`config.mk`:
```
export PLATFORM = sky130hd
export DESIGN_NAME = spi_receiver
export DESIGN_NICKNAME = d
export VERILOG_FILES = /design/src/rtl/spi_receiver.sv
export SDC_FILE = /design/constraint.sdc
export NUM_CORES = 1
export LEC_CHECK = 0
export ABC_AREA = 1
export CAP_MARGIN = 20
export CORE_MARGIN = 2
export CORE_UTILIZATION = 35
export DETAILED_ROUTE_END_ITERATION = 7
export MAX_ROUTING_LAYER = met4
export PLACE_DENSITY = 0.63
export SLEW_MARGIN = 20
export SYNTH_ARGS = -nofsm -noshare
export SYNTH_HDL_FRONTEND = slang
export SYNTH_SLANG_ARGS = --single-unit
```
`constraint.sdc`:
```
create_clock -name clk -period 1.69 [get_ports clk]
set_input_delay 0.507 -clock clk [delete_from_list [all_inputs] [get_ports clk]]
set_output_delay 0.507 -clock clk [all_outputs]
set_load 0.05 [all_outputs]
```
`src/rtl/spi_receiver.sv`:
```
// SPI mode-0 slave receiver: synchronizes SCLK/CS/MOSI into the clk domain, shifts in one
// frame of SPI_DATALENGTH bits and shifts the reply word out on MISO.
module spi_receiver #(
  parameter logic [5:0] SPI_DATALENGTH = 6'd32
) (
  input  logic        clk,
  input  logic        rst,
  input  logic        SCLK,
  input  logic        CS,
  input  logic        MOSI,
  output logic        MISO,
  input  logic [31:0] txData,
  output logic [31:0] recvData,
  output logic        recvValid,
  output logic        busy,
  output logic        frameError
);

  localparam int Msb = int'(SPI_DATALENGTH) - 1;
  localparam logic [5:0] LastBit = SPI_DATALENGTH - 6'd1;

  typedef enum logic [1:0] {StIdle, StShift, StDone} state_e;

  // Per input: [0] meta, [1] synchronized, [2] history.
  logic [2:0] sclk_q, cs_q, mosi_q;

  state_e      state_q, state_d;
  logic [31:0] tx_q, tx_d;
  logic [31:0] rx_q, rx_d;
  logic [5:0]  cnt_q, cnt_d;
  logic        last_q, last_d;
  logic        ferr_q, ferr_d;
  logic [31:0] recv_data_q;
  logic        recv_valid_q;

  logic sclk_rise, sclk_fall, cs_rise, cs_fall, mosi_bit;

  always_ff @(posedge clk or negedge rst) begin
    if (!rst) begin
      sclk_q <= 3'b000;
      cs_q   <= 3'b111;
      mosi_q <= 3'b000;
    end else begin
      sclk_q <= {sclk_q[1:0], SCLK};
      cs_q   <= {cs_q[1:0], CS};
      mosi_q <= {mosi_q[1:0], MOSI};
    end
  end

  assign sclk_rise = sclk_q[1] & ~sclk_q[2];
  assign sclk_fall = ~sclk_q[1] & sclk_q[2];
  assign cs_rise   = cs_q[1] & ~cs_q[2];
  assign cs_fall   = ~cs_q[1] & cs_q[2];
  // MOSI as it stood alongside the last SCLK-low sample, i.e. at the rising edge itself.
  assign mosi_bit  = mosi_q[2];

  always_comb begin
    state_d = state_q;
    tx_d    = tx_q;
    rx_d    = rx_q;
    cnt_d   = cnt_q;
    last_d  = 1'b0;
    ferr_d  = 1'b0;
    unique case (state_q)
      StIdle: begin
        if (cs_fall) begin
          tx_d    = txData;
          rx_d    = '0;
          cnt_d   = '0;
          state_d = StShift;
        end
      end
      StShift: begin
        // CS rising wins over any SCLK edge seen in the same cycle.
        if (cs_rise) begin
          ferr_d  = 1'b1;
          state_d = StIdle;
        end else if (sclk_rise) begin
          rx_d  = {rx_q[30:0], mosi_bit};
          cnt_d = cnt_q + 6'd1;
          if (cnt_q == LastBit) begin
            last_d  = 1'b1;
            state_d = StDone;
          end
        end else if (sclk_fall && cnt_q != 6'd0) begin
          tx_d = {tx_q[30:0], 1'b0};
        end
      end
      StDone: begin
        if (cs_rise) state_d = StIdle;
      end
      default: state_d = StIdle;
    endcase
  end

  always_ff @(posedge clk or negedge rst) begin
    if (!rst) begin
      state_q      <= StIdle;
      tx_q         <= '0;
      rx_q         <= '0;
      cnt_q        <= '0;
      last_q       <= 1'b0;
      ferr_q       <= 1'b0;
      recv_data_q  <= '0;
      recv_valid_q <= 1'b0;
    end else begin
      state_q      <= state_d;
      tx_q         <= tx_d;
      rx_q         <= rx_d;
      cnt_q        <= cnt_d;
      last_q       <= last_d;
      ferr_q       <= ferr_d;
      recv_valid_q <= last_q;
      if (last_q) recv_data_q <= rx_q;
    end
  end

  assign MISO       = (state_q == StIdle) ? 1'b0 : tx_q[Msb];
  assign recvData   = recv_data_q;
  assign recvValid  = recv_valid_q;
  assign busy       = (state_q != StIdle);
  assign frameError = ferr_q;

endmodule

```
==> impl_metrics.json, run 1 <==
{
  "reg2reg_to": "rx_q[10]",
  "critPathLaunch": "state_q[0]",
  "yosysTopAreaCell": "dfrtp_1",
  "vias": 3836,
  "finalCriticalPeriod_ns": 1.769,
  "nFillCells": 1195,
  "synth_edf_count": 0,
  "ys_types": 23,
  "grt_overflow": 0,
  "dp_slack_ns": -0.08878,
  "layout-drive-gt1-share_pct": 16.90,
  "drt_iter0_markers": 338,
  "crit_slowest_cell": "dfrtp_1",
  "cap_violations": 0,
  "place_congestion": 0.8339,
  "rsz0062_at_grt": "yes",
  "r2r_setup_slack_ns": 0.09,
  "antenna_found_initial": 0,
  "violations": "setup timing",
  "cts_tree": "built",
  "fin_ws_ns": -0.07854,
  "r2r_cells": 9,
  "tightest_slew_ns": 0.4741,
  "die_y_microns": 121.0,
  "ant_nets": 0,
  "use_met3_pct": 5.357,
  "route.detailed.drc": 0,
  "crit_buf_inv": 2,
  "diodes": 0,
  "power.leakage_uw": 0.003340,
  "switching_share_pct": 31.51,
  "first_pass_iters": 6,
  "boundaryPins": 73,
  "areaGrowthSynthToFinish_pct": 43.70,
  "clkPwrFrac_pct": 37.5,
  "finalClockSkew_ns": 0.006680,
  "synthCells": 545,
  "syn-num-nets": 584,
  "grt_usage_pct": 16.51,
  "critical_path_required_ns": 1.18,
  "synth_most_common_cell": "nand2_1",
  "synth.avg_cell_area_sq_um": 8.788,
  "start_kind": "flop",
  "wl_per_cell_microns": 13.13,
  "cts.sinks": 116,
  "cp_common_cell": "nor2_4",
  "slowest_delay_ns": 0.42,
  "yosysSeqAreaShare_pct": 60.68,
  "path_clk_slew_ns": 0.05,
  "postSynth.asyncResetShare_pct": 100.0,
  "numCtsBuffers": 17,
  "total_power_uw": 10310,
  "ys_warn_count": 0,
  "ys.flop_type": "dfrtp_1",
  "status": "complete, but fails checks",
  "critPathMaxFanout": 3,
  "ys_seq_elements": 116,
  "vias_per_cell": 4.672,
  "path_cells": "nor2_4 -> buf_6 -> nor2_4 -> buf_12",
  "met2_usage_pct": 24.75,
  "grt_max_degree": 83,
  "final_area_sq_mm": 0.006883,
  "cp.arrival_ns": 1.26,
  "die_w_microns": 121.0,
  "grt_pass1_wl_mm": 18.62,
  "cp_top_family": "flip-flops",
  "synth.top_cell.area_share_pct": 59.04,
  "rows": 42,
  "internal-power_uw": 7062,
  "core_sq_mm": 0.01330,
  "hold_buffers": 0,
  "p_comb_share_pct": 28.9,
  "relSlewSlack_pct": 68.36,
  "netSwitchingPower_uw": 3249,
  "clock.fmax_mhz": 565.4,
  "path_class": "flop to output pin",
  "endpoint": "MISO",
  "htree_levels": 4,
  "dpl.cell_count": 781,
  "clk_root_buffer_cell": "clkbuf_16",
  "fin_nets": 671,
  "finalSetupViolCount": 2,
  "power_per_cell_area_mw_per_mm2": 1498,
  "synthTopCellsByCount": "nand2_1 (185), dfrtp_1 (113), inv_1 (45)",
  "regToRegStartpoint": "state_q[0]",
  "stdcell_count": 821,
  "p_seq_share_pct": 33.6,
  "dpl.hpwl_mm": 6.743,
  "clockBufferDepth": 2,
  "synthesis.area_sq_mm": 0.004790,
  "fin_crit_sh_pct": 104.6,
  "dieArea_sq_mm": 0.01464,
  "hold_viol": 0,
  "synth_area_leaders": "dfrtp_1 (59%), nand2_1 (14%), nand3_1 (4.1%), o22ai_1 (3.9%), inv_1 (3.5%)",
  "final_max_slew_viol_count": 0,
  "initial_core_util_pct": 36.02,
  "place_area_sq_mm": 0.006153,
  "worstSkewPairLatency_ns": 0.41,
  "portBuffers": 72,
  "cp-end-kind": "output pin",
  "grt-busiest-layer": "met2",
  "fin_util_pct": 51.77,
  "wirelength_mm": 10.78,
  "grtUsageMet1_pct": 21.08,
  "grt_pass1_vias": 3907,
  "cp.depth": 4,
  "peakVddDrop_mv": 0.8209,
  "hp-class": "input port to asynchronous set/reset pin"
}
## worst register-to-register path, stage by stage, from the launching register on
cell,delay (ns)
dfrtp_1,0.42
buf_4,0.17
inv_2,0.07
nor2_4,0.04
nand2_2,0.08
nand2_2,0.10
buf_4,0.16
nor2_4,0.12
buf_12,0.19
o22ai_1,0.13
## per-layer routing
layer / vias up / wire, microns
li1: 1912 / -
met1: 1808 / 4914
met2: 100 / 5023
met3: 16 / 712
met4: 0 / 132
met5: - / 0
## sequential cells by signal, summed over array words and instances, names as in the netlist
name / flops
frameError: 1
rx_q: 32
sclk_q: 3
last_q: 1
cs_q: 3
state_q: 2
tx_q: 32
mosi_q: 3
cnt_q: 6
recvData: 32
recvValid: 1
## cells in the final DEF (no fill, tap or decap), drive strengths merged, types with 2 or more instances in the layout
| master | synthesis | final |
|---|---|---|
| dfstp | 3 | 3 |
| clkdlybuf4s50 | 0 | 35 |
| buf | 13 | 60 |
| inv | 47 | 47 |
| xor2 | 2 | 2 |
| nand3b | 2 | 2 |
| o22ai | 30 | 30 |
| nor2 | 48 | 49 |
| bufinv | 0 | 5 |
| clkbuf | 15 | 22 |
| clkinv | 0 | 4 |
| ha | 2 | 2 |
| o21ai | 7 | 7 |
| a21oi | 33 | 33 |
| nand3 | 39 | 39 |
| nand2 | 188 | 188 |
| dfrtp | 113 | 113 |
## layout make-up
class	count	area (sq um)	share of cell area, %
tap	176	220.2	3.199
timing repair buffer	95	1321	19.20
clock inverter	10	177.7	2.581
multi-input combinational	355	1607	23.34
clock buffer	22	464.2	6.744
inverter	47	183.9	2.672
sequential	116	2909	42.27
## worst min-delay path by stage
stage / endpoint / startpoint / cells past startpoint / slack, ns
4_1_cts: cnt_q[5] / rst / 2 / 0.15
3_5_place_dp: mosi_q[1] / mosi_q[0] / 0 / 0.34
3_3_place_gp: mosi_q[1] / mosi_q[0] / 0 / 0.34
2_1_floorplan: cnt_q[0] / rst / 0 / 0.21
5_1_grt: cnt_q[5] / rst / 2 / 0.16
6_report: cnt_q[0] / rst / 2 / 0.13
## per-stage QoR
step	hold slack, ns	setup TNS, ns
finish	0.1276	-0.1515
global route	0.1591	-0.2386
CTS	0.1477	-0.1862
detailed placement	0.3364	-2.553
global placement	0.3388	-1.416
floorplan	0.2114	0
## repair_timing
item,CTS,global route
cloned,1,0
buffers inserted,7,0
setup endpoints to repair,34,22
resized for setup,7,3
pin swaps,2,0
## cells by family after synthesis
kind of cell	Yosys count	synth area share, %
fa+ha+maj	2	0.5224
simple gates	279	23.80
flops	116	60.68
mux	1	0.2351
compound gates	70	8.176
xor+xnor	2	0.3658
buf+inv	75	6.217
## power by group through the flow
stage          clock network, uW  logic (uW)  registers, uW
2_1_floorplan                  0        1800           3460
3_3_place_gp                   0        2660           3490
3_5_place_dp                   0        2730           3500
4_1_cts                     3950        2990           3460
5_1_grt                     4090        3320           3520
6_report                    3860        2980           3460
Note: power is estimated with default switching activity, not from simulation.
==> inputs of run 2 (changes only) <==
--- a/config.mk
+++ b/config.mk
@@ -7,6 +7,7 @@
 export LEC_CHECK = 0
 export ABC_AREA = 1
 export CAP_MARGIN = 20
+export CORE_ASPECT_RATIO = 0.7
 export CORE_MARGIN = 2
 export CORE_UTILIZATION = 35
 export DETAILED_ROUTE_END_ITERATION = 7
==> impl_metrics.json, run 2 (synthesis results as in run 1) <==
{
  "final_area_sq_mm": 0.006779,
  "place_congestion": 0.7807,
  "worstSkewPairLatency_ns": 0.40,
  "rows": 35,
  "place_area_sq_mm": 0.006172,
  "portBuffers": 72,
  "vias_per_cell": 4.627,
  "hp-class": "input port to asynchronous set/reset pin",
  "route.detailed.drc": 0,
  "final_max_slew_viol_count": 0,
  "hold_viol": 0,
  "fin_ws_ns": -0.01848,
  "wl_per_cell_microns": 12.29,
  "cp_top_family": "flip-flops",
  "wirelength_mm": 10.14,
  "slowest_delay_ns": 0.42,
  "diodes": 0,
  "grt_pass1_wl_mm": 17.57,
  "cts.sinks": 116,
  "internal-power_uw": 6241,
  "numCtsBuffers": 17,
  "dp_slack_ns": 0.1686,
  "ant_nets": 0,
  "initial_core_util_pct": 36.10,
  "path_cells": "nor2_4 -> inv_2 -> buf_12",
  "final_common_cell": "nand2_1",
  "crit_buf_inv": 2,
  "htree_levels": 4,
  "cp-end-kind": "output pin",
  "clk_root_buffer_cell": "clkbuf_16",
  "critical_path_required_ns": 1.18,
  "core_sq_mm": 0.01327,
  "tightest_slew_ns": 0.3562,
  "die_w_microns": 143.8,
  "grt_max_degree": 65,
  "p_comb_share_pct": 29.9,
  "drt_iter0_markers": 250,
  "first_pass_iters": 4,
  "start_kind": "flop",
  "vias": 3817,
  "layout_common_cells": "nand2_1 (185), dfrtp_1 (110), inv_1 (44), buf_12 (44), nor2_1 (43)",
  "rsz0062_at_grt": "yes",
  "finalClockSkew_ns": 0.01333,
  "status": "complete, but fails checks",
  "layout-drive-gt1-share_pct": 16.72,
  "crit_slowest_cell": "dfrtp_2",
  "cts_tree": "built",
  "cp.arrival_ns": 1.20,
  "die_y_microns": 101.9,
  "dpl.hpwl_mm": 6.585,
  "switching_share_pct": 34.82,
  "grt_overflow": 0,
  "hold_buffers": 0,
  "antenna_found_initial": 0,
  "power.leakage_uw": 0.003272,
  "holdWs_ns": 0.007017,
  "cap_violations": 0,
  "finalSetupViolCount": 2,
  "boundaryPins": 73,
  "clock.fmax_mhz": 585.3,
  "grt_usage_pct": 15.67,
  "stdcell_count": 825,
  "relSlewSlack_pct": 76.25,
  "clkPwrFrac_pct": 33.9,
  "path_class": "flop to output pin",
  "fin_crit_sh_pct": 101.1,
  "dieArea_sq_mm": 0.01465,
  "areaGrowthSynthToFinish_pct": 41.54,
  "finalCriticalPeriod_ns": 1.708,
  "grt_pass1_vias": 3785,
  "setup_tns_ns": -0.03363,
  "fin_nets": 666,
  "p_seq_share_pct": 36.1,
  "violations": "setup timing",
  "critPathMaxFanout": 4,
  "peakVddDrop_mv": 0.7748,
  "power_per_cell_area_mw_per_mm2": 1412,
  "netSwitchingPower_uw": 3334,
  "dpl.cell_count": 786,
  "clockBufferDepth": 2,
  "path_clk_slew_ns": 0.06
}
run 2: what timing repair did:
| item | in CTS | in global routing |
|---|---|---|
| resized for setup | 4 | 0 |
| setup buffers | 6 | 1 |
| pin swaps | 1 | 1 |
| endpoints found under the setup margin | 2 | 2 |
run 2: path summary, 6_finish.rpt:
check                      startpoint            to  slack (ns)  cells after the start
hold reg to reg             mosi_q[0]     mosi_q[1]        0.36                      0
min in group clk            mosi_q[0]     mosi_q[1]        0.36                      0
max in group asynchronous         rst  recvData[15]        1.17                      2
hold / removal                    rst       tx_q[8]       0.007                      1
setup / recovery           state_q[0]          busy       -0.02                      3
setup reg to reg              cs_q[1]       tx_q[3]        0.15                      9
run 2: routing by layer:
layer	track usage [%]	up-vias	part of all wire, %
met5	-	-	0
met4	5.958	0	1.0
met3	4.311	7	3.2
met2	23.44	63	47
met1	20.48	1840	49
li1	-	1907	-
run 2: power by group through the flow:
| stage | clock [uW] | combinational, uW | sequential [uW] |
|---|---|---|---|
| 2_1_floorplan | 0 | 1800 | 3460 |
| 3_3_place_gp | 0 | 2620 | 3500 |
| 3_5_place_dp | 0 | 2690 | 3510 |
| 4_1_cts | 3350 | 2840 | 3460 |
| 5_1_grt | 3500 | 3180 | 3500 |
| 6_report | 3250 | 2860 | 3460 |
run 2: layout make-up:
type,instances,area [sq um]
Clock buffer,17,425.4
Tap cell,185,231.5
Inverter,47,176.4
Sequential cell,116,2910
Timing Repair Buffer,91,1321
Clock inverter,15,121.4
Fill cell,1208,6490
Multi-Input combinational cell,354,1593
run 2: through the flow:
| step | util [%] | power, uW |
|---|---|---|
| 3_5_place_dp | 46.52 | 6205 |
| 4_1_cts | 51.03 | 9653 |
| 6_report | 51.09 | 9574 |
| 5_1_grt | 51.09 | 10190 |
| 2_1_floorplan | - | 5267 |
| 3_3_place_gp | 46.52 | 6122 |
